--- src/rtl/izz_mem_if.sv ---
// ============================================================================
// Module      : izz_mem_if
// Description : Stream bundle for izz_mem (enable, zigzag input, raster output).
//               Optional out_sob present when IZZ_SOB_EN is defined.
// Revision    : 1.0 - initial release
// ============================================================================
`default_nettype none

interface izz_mem_if #(
  parameter int DW = 8
);
  logic          en;
  logic          in_valid;
  logic [DW-1:0] data_in;
  logic          out_valid;
  logic [DW-1:0] data_out;
`ifdef IZZ_SOB_EN
  logic          out_sob;

  modport master (output en, in_valid, data_in, input out_valid, data_out, out_sob);
  modport slave  (input en, in_valid, data_in, output out_valid, data_out, out_sob);
`else
  modport master (output en, in_valid, data_in, input out_valid, data_out);
  modport slave  (input en, in_valid, data_in, output out_valid, data_out);
`endif
endinterface

`default_nettype wire

--- src/rtl/izz_mem.sv ---
// ============================================================================
// Module      : izz_mem
// Description : Inverse zigzag reorder of 8x8 coefficient blocks using
//               ping-pong 64-entry banks. Define IZZ_SOB_EN for out_sob.
// Revision    : 1.0 - initial release
// ============================================================================
`default_nettype none

module izz_mem #(
  parameter int DW = 8
) (
  input  logic       clk,
  input  logic       rst,
  izz_mem_if.slave   bus
);

  // Raster address of each zigzag index (JPEG scan order).
  localparam int ZZ_TO_RASTER [64] = '{
     0,  1,  8, 16,  9,  2,  3, 10, 17, 24, 32, 25, 18, 11,  4,  5,
    12, 19, 26, 33, 40, 48, 41, 34, 27, 20, 13,  6,  7, 14, 21, 28,
    35, 42, 49, 56, 57, 50, 43, 36, 29, 22, 15, 23, 30, 37, 44, 51,
    58, 59, 52, 45, 38, 31, 39, 46, 53, 60, 61, 54, 47, 55, 62, 63
  };

  typedef enum logic [0:0] {
    RD_IDLE = 1'b0,
    RD_RUN  = 1'b1
  } rd_state_e;

  rd_state_e     rd_state_q, rd_state_d;
  logic [5:0]    wr_cnt_q, wr_cnt_d;
  logic [5:0]    rd_cnt_q, rd_cnt_d;
  logic          bank_q, bank_d;
  logic          out_valid_q, out_valid_d;
  logic [DW-1:0] data_out_q, data_out_d;
`ifdef IZZ_SOB_EN
  logic          sob_q, sob_d;
`endif

  logic [DW-1:0] mem_q [128];
  logic          accept;
  logic          blk_done;
  logic [5:0]    wr_raster;

  assign accept    = bus.en && bus.in_valid;
  assign blk_done  = accept && (wr_cnt_q == 6'd63);
  assign wr_raster = 6'(ZZ_TO_RASTER[wr_cnt_q]);

  // Bank bank_q is being filled; the other bank is the one being drained.
  always_ff @(posedge clk) begin
    if (!rst && accept) begin
      mem_q[{bank_q, wr_raster}] <= bus.data_in;
    end
  end

  always_comb begin
    rd_state_d  = rd_state_q;
    wr_cnt_d    = wr_cnt_q;
    rd_cnt_d    = rd_cnt_q;
    bank_d      = bank_q;
    out_valid_d = out_valid_q;
    data_out_d  = data_out_q;
`ifdef IZZ_SOB_EN
    sob_d       = sob_q;
`endif
    if (bus.en) begin
      if (accept) begin
        wr_cnt_d = wr_cnt_q + 6'd1;
      end
      if (rd_state_q == RD_RUN) begin
        out_valid_d = 1'b1;
        data_out_d  = mem_q[{~bank_q, rd_cnt_q}];
        rd_cnt_d    = rd_cnt_q + 6'd1;
        if (rd_cnt_q == 6'd63) begin
          rd_state_d = RD_IDLE;
        end
      end else begin
        out_valid_d = 1'b0;
      end
`ifdef IZZ_SOB_EN
      sob_d = (rd_state_q == RD_RUN) && (rd_cnt_q == 6'd0);
`endif
      // A completed block overrides the end of the previous read phase.
      if (blk_done) begin
        bank_d     = ~bank_q;
        rd_state_d = RD_RUN;
        rd_cnt_d   = 6'd0;
      end
    end
  end

  always_ff @(posedge clk) begin
    if (rst) begin
      rd_state_q  <= RD_IDLE;
      wr_cnt_q    <= 6'd0;
      rd_cnt_q    <= 6'd0;
      bank_q      <= 1'b0;
      out_valid_q <= 1'b0;
      data_out_q  <= '0;
`ifdef IZZ_SOB_EN
      sob_q       <= 1'b0;
`endif
    end else begin
      rd_state_q  <= rd_state_d;
      wr_cnt_q    <= wr_cnt_d;
      rd_cnt_q    <= rd_cnt_d;
      bank_q      <= bank_d;
      out_valid_q <= out_valid_d;
      data_out_q  <= data_out_d;
`ifdef IZZ_SOB_EN
      sob_q       <= sob_d;
`endif
    end
  end

  assign bus.out_valid = out_valid_q;
  assign bus.data_out  = data_out_q;
`ifdef IZZ_SOB_EN
  assign bus.out_sob   = sob_q;
`endif

endmodule

`default_nettype wire

--- src/flat_wrapper.sv ---
// flat-port wrapper written by rule: the top's interface ports become plain ports
module izz_mem_flat 
#(
  parameter int DW = 8
)
  (clk, rst, bus_en, bus_in_valid, bus_data_in, bus_out_valid, bus_data_out);
  izz_mem_if #(.DW(DW)) bus_i ();
  input  logic clk;
  input  logic rst;
  input wire logic [$bits(bus_i.en)-1:0] bus_en;
  input wire logic [$bits(bus_i.in_valid)-1:0] bus_in_valid;
  input wire logic [$bits(bus_i.data_in)-1:0] bus_data_in;
  output wire logic [$bits(bus_i.out_valid)-1:0] bus_out_valid;
  output wire logic [$bits(bus_i.data_out)-1:0] bus_data_out;
  assign bus_i.en = bus_en;
  assign bus_i.in_valid = bus_in_valid;
  assign bus_i.data_in = bus_data_in;
  assign bus_out_valid = bus_i.out_valid;
  assign bus_data_out = bus_i.data_out;
  izz_mem #(.DW(DW)) u_core (.clk(clk), .rst(rst), .bus(bus_i));
endmodule
--- config.mk ---
export PLATFORM = sky130hd
export DESIGN_NAME = izz_mem_flat
export DESIGN_NICKNAME = d
export VERILOG_FILES = /design/src/rtl/izz_mem_if.sv /design/src/rtl/izz_mem.sv /design/src/flat_wrapper.sv
export SDC_FILE = /design/constraint.sdc
export NUM_CORES = 1
export LEC_CHECK = 0
export CAP_MARGIN = 20
export CELL_PAD_IN_SITES_DETAIL_PLACEMENT = 1
export CELL_PAD_IN_SITES_GLOBAL_PLACEMENT = 1
export CORE_UTILIZATION = 50
export DETAILED_ROUTE_END_ITERATION = 8
export PLACE_DENSITY_LB_ADDON = 0.15
export REMOVE_ABC_BUFFERS = 1
export SYNTH_ARGS = -nofsm -noshare
export SYNTH_HDL_FRONTEND = slang
export SYNTH_SLANG_ARGS = --single-unit
--- constraint.sdc ---
create_clock -name clk -period 2.9 [get_ports clk]
set_input_delay 0.58 -clock clk [delete_from_list [all_inputs] [get_ports clk]]
set_output_delay 0.58 -clock clk [all_outputs]
set_load 0.03 [all_outputs]
==> results of run 1 <==
-- worst reg2reg max path, stage by stage (launching register included) --
cell	delay, ns
dfxtp_4	0.46
buf_12	0.22
nor2_1	0.74
a221oi_1	0.29
a221oi_1	0.42
a21oi_1	0.15
a21oi_1	0.33
o221ai_1	0.19
-- report_power, final --
part           internal, W  switching, W  total [W]  leakage (nW)
clock              0.00805       0.00577     0.0138          1.72
sequential          0.0166    0.00000398     0.0166          9.39
combinational     0.000159      0.000407   0.000566          4.38
-- area by class of cell --
type	count	share of cell area
Clock buffer	119	0.0553
Clock inverter	78	0.0156
Inverter	11	0.000883
Multi-Input combinational cell	943	0.209
Sequential cell	1047	0.629
Tap cell	1070	0.0270
Timing Repair Buffer	324	0.0634
-- final timing paths --
kind | start | cells after the start | endpoint | slack (ns)
setup / recovery | u_core.rd_cnt_q[1]$_SDFFE_PP0P_ | 7 | u_core.bus.data_out[3]$_SDFFE_PP0P_ | -0.01
hold / removal | bus_data_in[1] | 1 | u_core.mem_q[11][1]$_DFFE_PP_ | 0.40
setup reg to reg | u_core.rd_cnt_q[1]$_SDFFE_PP0P_ | 7 | u_core.bus.data_out[3]$_SDFFE_PP0P_ | -0.01
hold reg to reg | u_core.rd_state_q$_SDFFE_PP0P_ | 2 | u_core.rd_state_q$_SDFFE_PP0P_ | 0.55
-- per-layer routing --
layer / share of wire / vias to the layer above / global-route usage / wire, µm
met1: 0.43 / 11800 / 0.361 / 46900
met5: 0 / - / 0 / 0
met3: 0.053 / 123 / 0.0352 / 5800
met4: 0.019 / 0 / 0.0685 / 2040
met2: 0.50 / 740 / 0.430 / 54600
li1: - / 9444 / - / -
-- cell usage in the layout (no fill, tap or decap), drive strengths merged, types with 4 or more instances in the layout --
master,n
clkdlybuf4s50,12
or3,5
nand3b,5
ha,19
a21oi,78
mux2i,157
buf,312
o221ai,64
edfxtp,1024
a22o,22
inv,14
mux4,194
nor2,145
and2,9
a221oi,11
a211oi,31
clkbuf,119
bufinv,14
clkinv,54
xnor2,6
nor3,8
nand3,23
o21ai,26
dfxtp,23
clkinvlp,7
xor2,4
nand2b,10
nand4,7
nand2,30
nor2b,15
a32oi,8
a22oi,21
a311oi,8
-- through the flow --
stage / cell area (µm²) / hold WS, ns / setup TNS, ns / cells
global placement: 45300 / 0.486 / -48.73 / 3381
detailed placement: 45300 / 0.511 / -91.86 / 3381
finish: 49600 / 0.399 / -0.0134 / 3592
CTS: 49100 / 0.377 / -0.0725 / 3579
floorplan: 41000 / 0.470 / -536.71 / 2001
global route: 49600 / 0.405 / -4.49 / 3592
-- repair_timing --
action	4_1_cts	5_1_grt
setup buffers	2	14
pin swaps	4	12
setup endpoints to repair	807	814
resized for setup	88	91
-- registers in the layout, summed over array words and instances, names as in the netlist --
name	count
u_core.mem_q	1024
u_core.rd_state_q	1
u_core.rd_cnt_q	6
u_core.wr_cnt_q	6
u_core.bus.data_out	8
u_core.bank_q	1
u_core.bus.out_valid	1
-- cells by family (layout without fill, tap and decap cells) --
group	after synthesis	after routing
DFF	1047	1047
buffers and inverters	137	532
and+or+nand+nor	269	269
muxes	354	354
AOI/OAI and AO/OA	291	291
xor gates and xnor gates	10	10
adders and majority gates	19	19
==> results.md, run 1 <==
- Clock sinks: about 1000
- PD cells: 625 nW/µm²
- Synth top area share: 0.735
- GRT Residual Overflow: 0
- Worst-margin pin slew: a little over 0.9 ns
- Tot Pwr: slightly above 0.03 W
- CP top delay family: compound AO/OA/AOI/OAI gates
- Critical path arrival: approximately 3.5 ns
- Synth area leader: edfxtp_1
- Max VDD drop: roughly 0.56 mV
- Die span in y: about 300 µm
- Ys flop type: edfxtp_1
- Slew Limit Headroom: 0.375
- Gr usage total: 0.258
- Number of nets still failing antenna checks after routing: 0
- Critical Path End Type: register
- Sequential area share after synthesis: 0.746
- Setup slack after layout: -0.0134 ns
- Min Tclk post-route: 2.91 ns
- Post-synth top cells: edfxtp_1, mux4_2, mux2i_1
- Buf/Inv on CP: 1
- GP Congestion: around 0.86
- Initial antenna violation count: 2
- Area of the multi-input gates: 10300 µm²
- DR DRC count: 0
- Width of the die: 291 µm
- Status: complete, but fails checks
- DP HPWL: slightly below 70000 µm
- CP peak stage delay: 0.73 ns
- Row Count: around 110
- Hold buffer count at cts: 0
- Diode count: 0
- Worst Path Max Fanout: 26
- CTS tree: yes
- Final WL: 109000 µm
- MaxCap Viol Count: 0
- Max stage delay cell, worst path: nor2_1
- CTS Buf Count: around 110
- Fin. max-slew vios: 0
- Clock root buffer master: clkbuf_16
- H-tree depth: 3
- Global-route wire length before repair: around 160000 µm
- DR WL/cell: 30.4 µm
- Number of port buffers: 20
- Area of the core: 82500 µm²
- Drt via density: roughly 6.2
- Worst hold path class: in2reg
- Post-Synth XOR/XNOR Area: 0.00209
- Clk_lat worst skew: approximately 0.67 ns
- Total number of vias: approximately 22000
- Post-synth cell types: between 70 and 80
- Synth top area cells: edfxtp_1, mux4_2, mux2i_1, o221ai_1, nor2_1
- Count of final hold-check violations: 0
- Area growth from synthesis to layout: 18.5%
- Yosys reg bits: roughly 1000
- Cell with the most instances after synthesis: edfxtp_1
- TritonRoute pass-1 iters: 5
- Synth Area in Compound Gates: 0.0517
- Asr flop ratio synth: 0
- Final setup violation count: 1
- DRT iter0 DRCs: approximately 2300
- Largest net degree at the start of global routing: 129
- Yosys warning count: 0
- Vias in the first global route: ~23000
- Final core utilization: 0.601
- Ports: 21
- Nets@finish: 2464
- RSZ-0062 raised after global routing: true
- Number of synthesized flops with an enable pin: between 1000 and 1500
- Clock skew: between 0.02 and 0.025 ns
- Post-Synth Simple-Gate Area: 0.0317
- Initial Util: 0.507
- Setup Crit Path Kind: reg2reg
- P_leak: ~15 nW
- FF+latch area: 31200 µm²
- Crit share post-route: 1.00
- Post-synthesis adder-cell area fraction: 0.00568
- Maximum clock rate: between 0.3 and 0.4 GHz
- DIE AREA: around 85000 µm²
- Clk pin slew, worst setup/hold paths: 0.06 ns
- Post-synthesis mux area share: 0.143
- Fraction of layout cells with a size suffix above 1: 0.318
- Cell Area, Synth: roughly 42000 µm²
- Synth Instances: between 2000 and 2500
- Avg Inst Size Synth: 19.7 µm²
- FILL cells: around 7000
- Longest Clk Path Bufs: 3
- Worst-path cell chain: buf_12 > nor2_1 > a221oi_1 > a221oi_1 > a21oi_1 > a21oi_1 > o221ai_1
- Failing checks: setup timing
- Largest family of logic cells by synthesized area: multiplexers
- Place WS: -0.291 ns
- Worst Path Required: approximately 3.4 ns
- Worst Setup Start Kind: register
Note: power is estimated with default switching activity, not from simulation.
==> inputs of run 2 (changes only) <==
--- a/config.mk
+++ b/config.mk
@@ -5,7 +5,7 @@
 export SDC_FILE = /design/constraint.sdc
 export NUM_CORES = 1
 export LEC_CHECK = 0
-export CAP_MARGIN = 20
+export CAP_MARGIN = 15
 export CELL_PAD_IN_SITES_DETAIL_PLACEMENT = 1
 export CELL_PAD_IN_SITES_GLOBAL_PLACEMENT = 1
 export CORE_UTILIZATION = 50
==> results of run 2 <==
Final layout, timing and power as in run 1 (identical DEF).
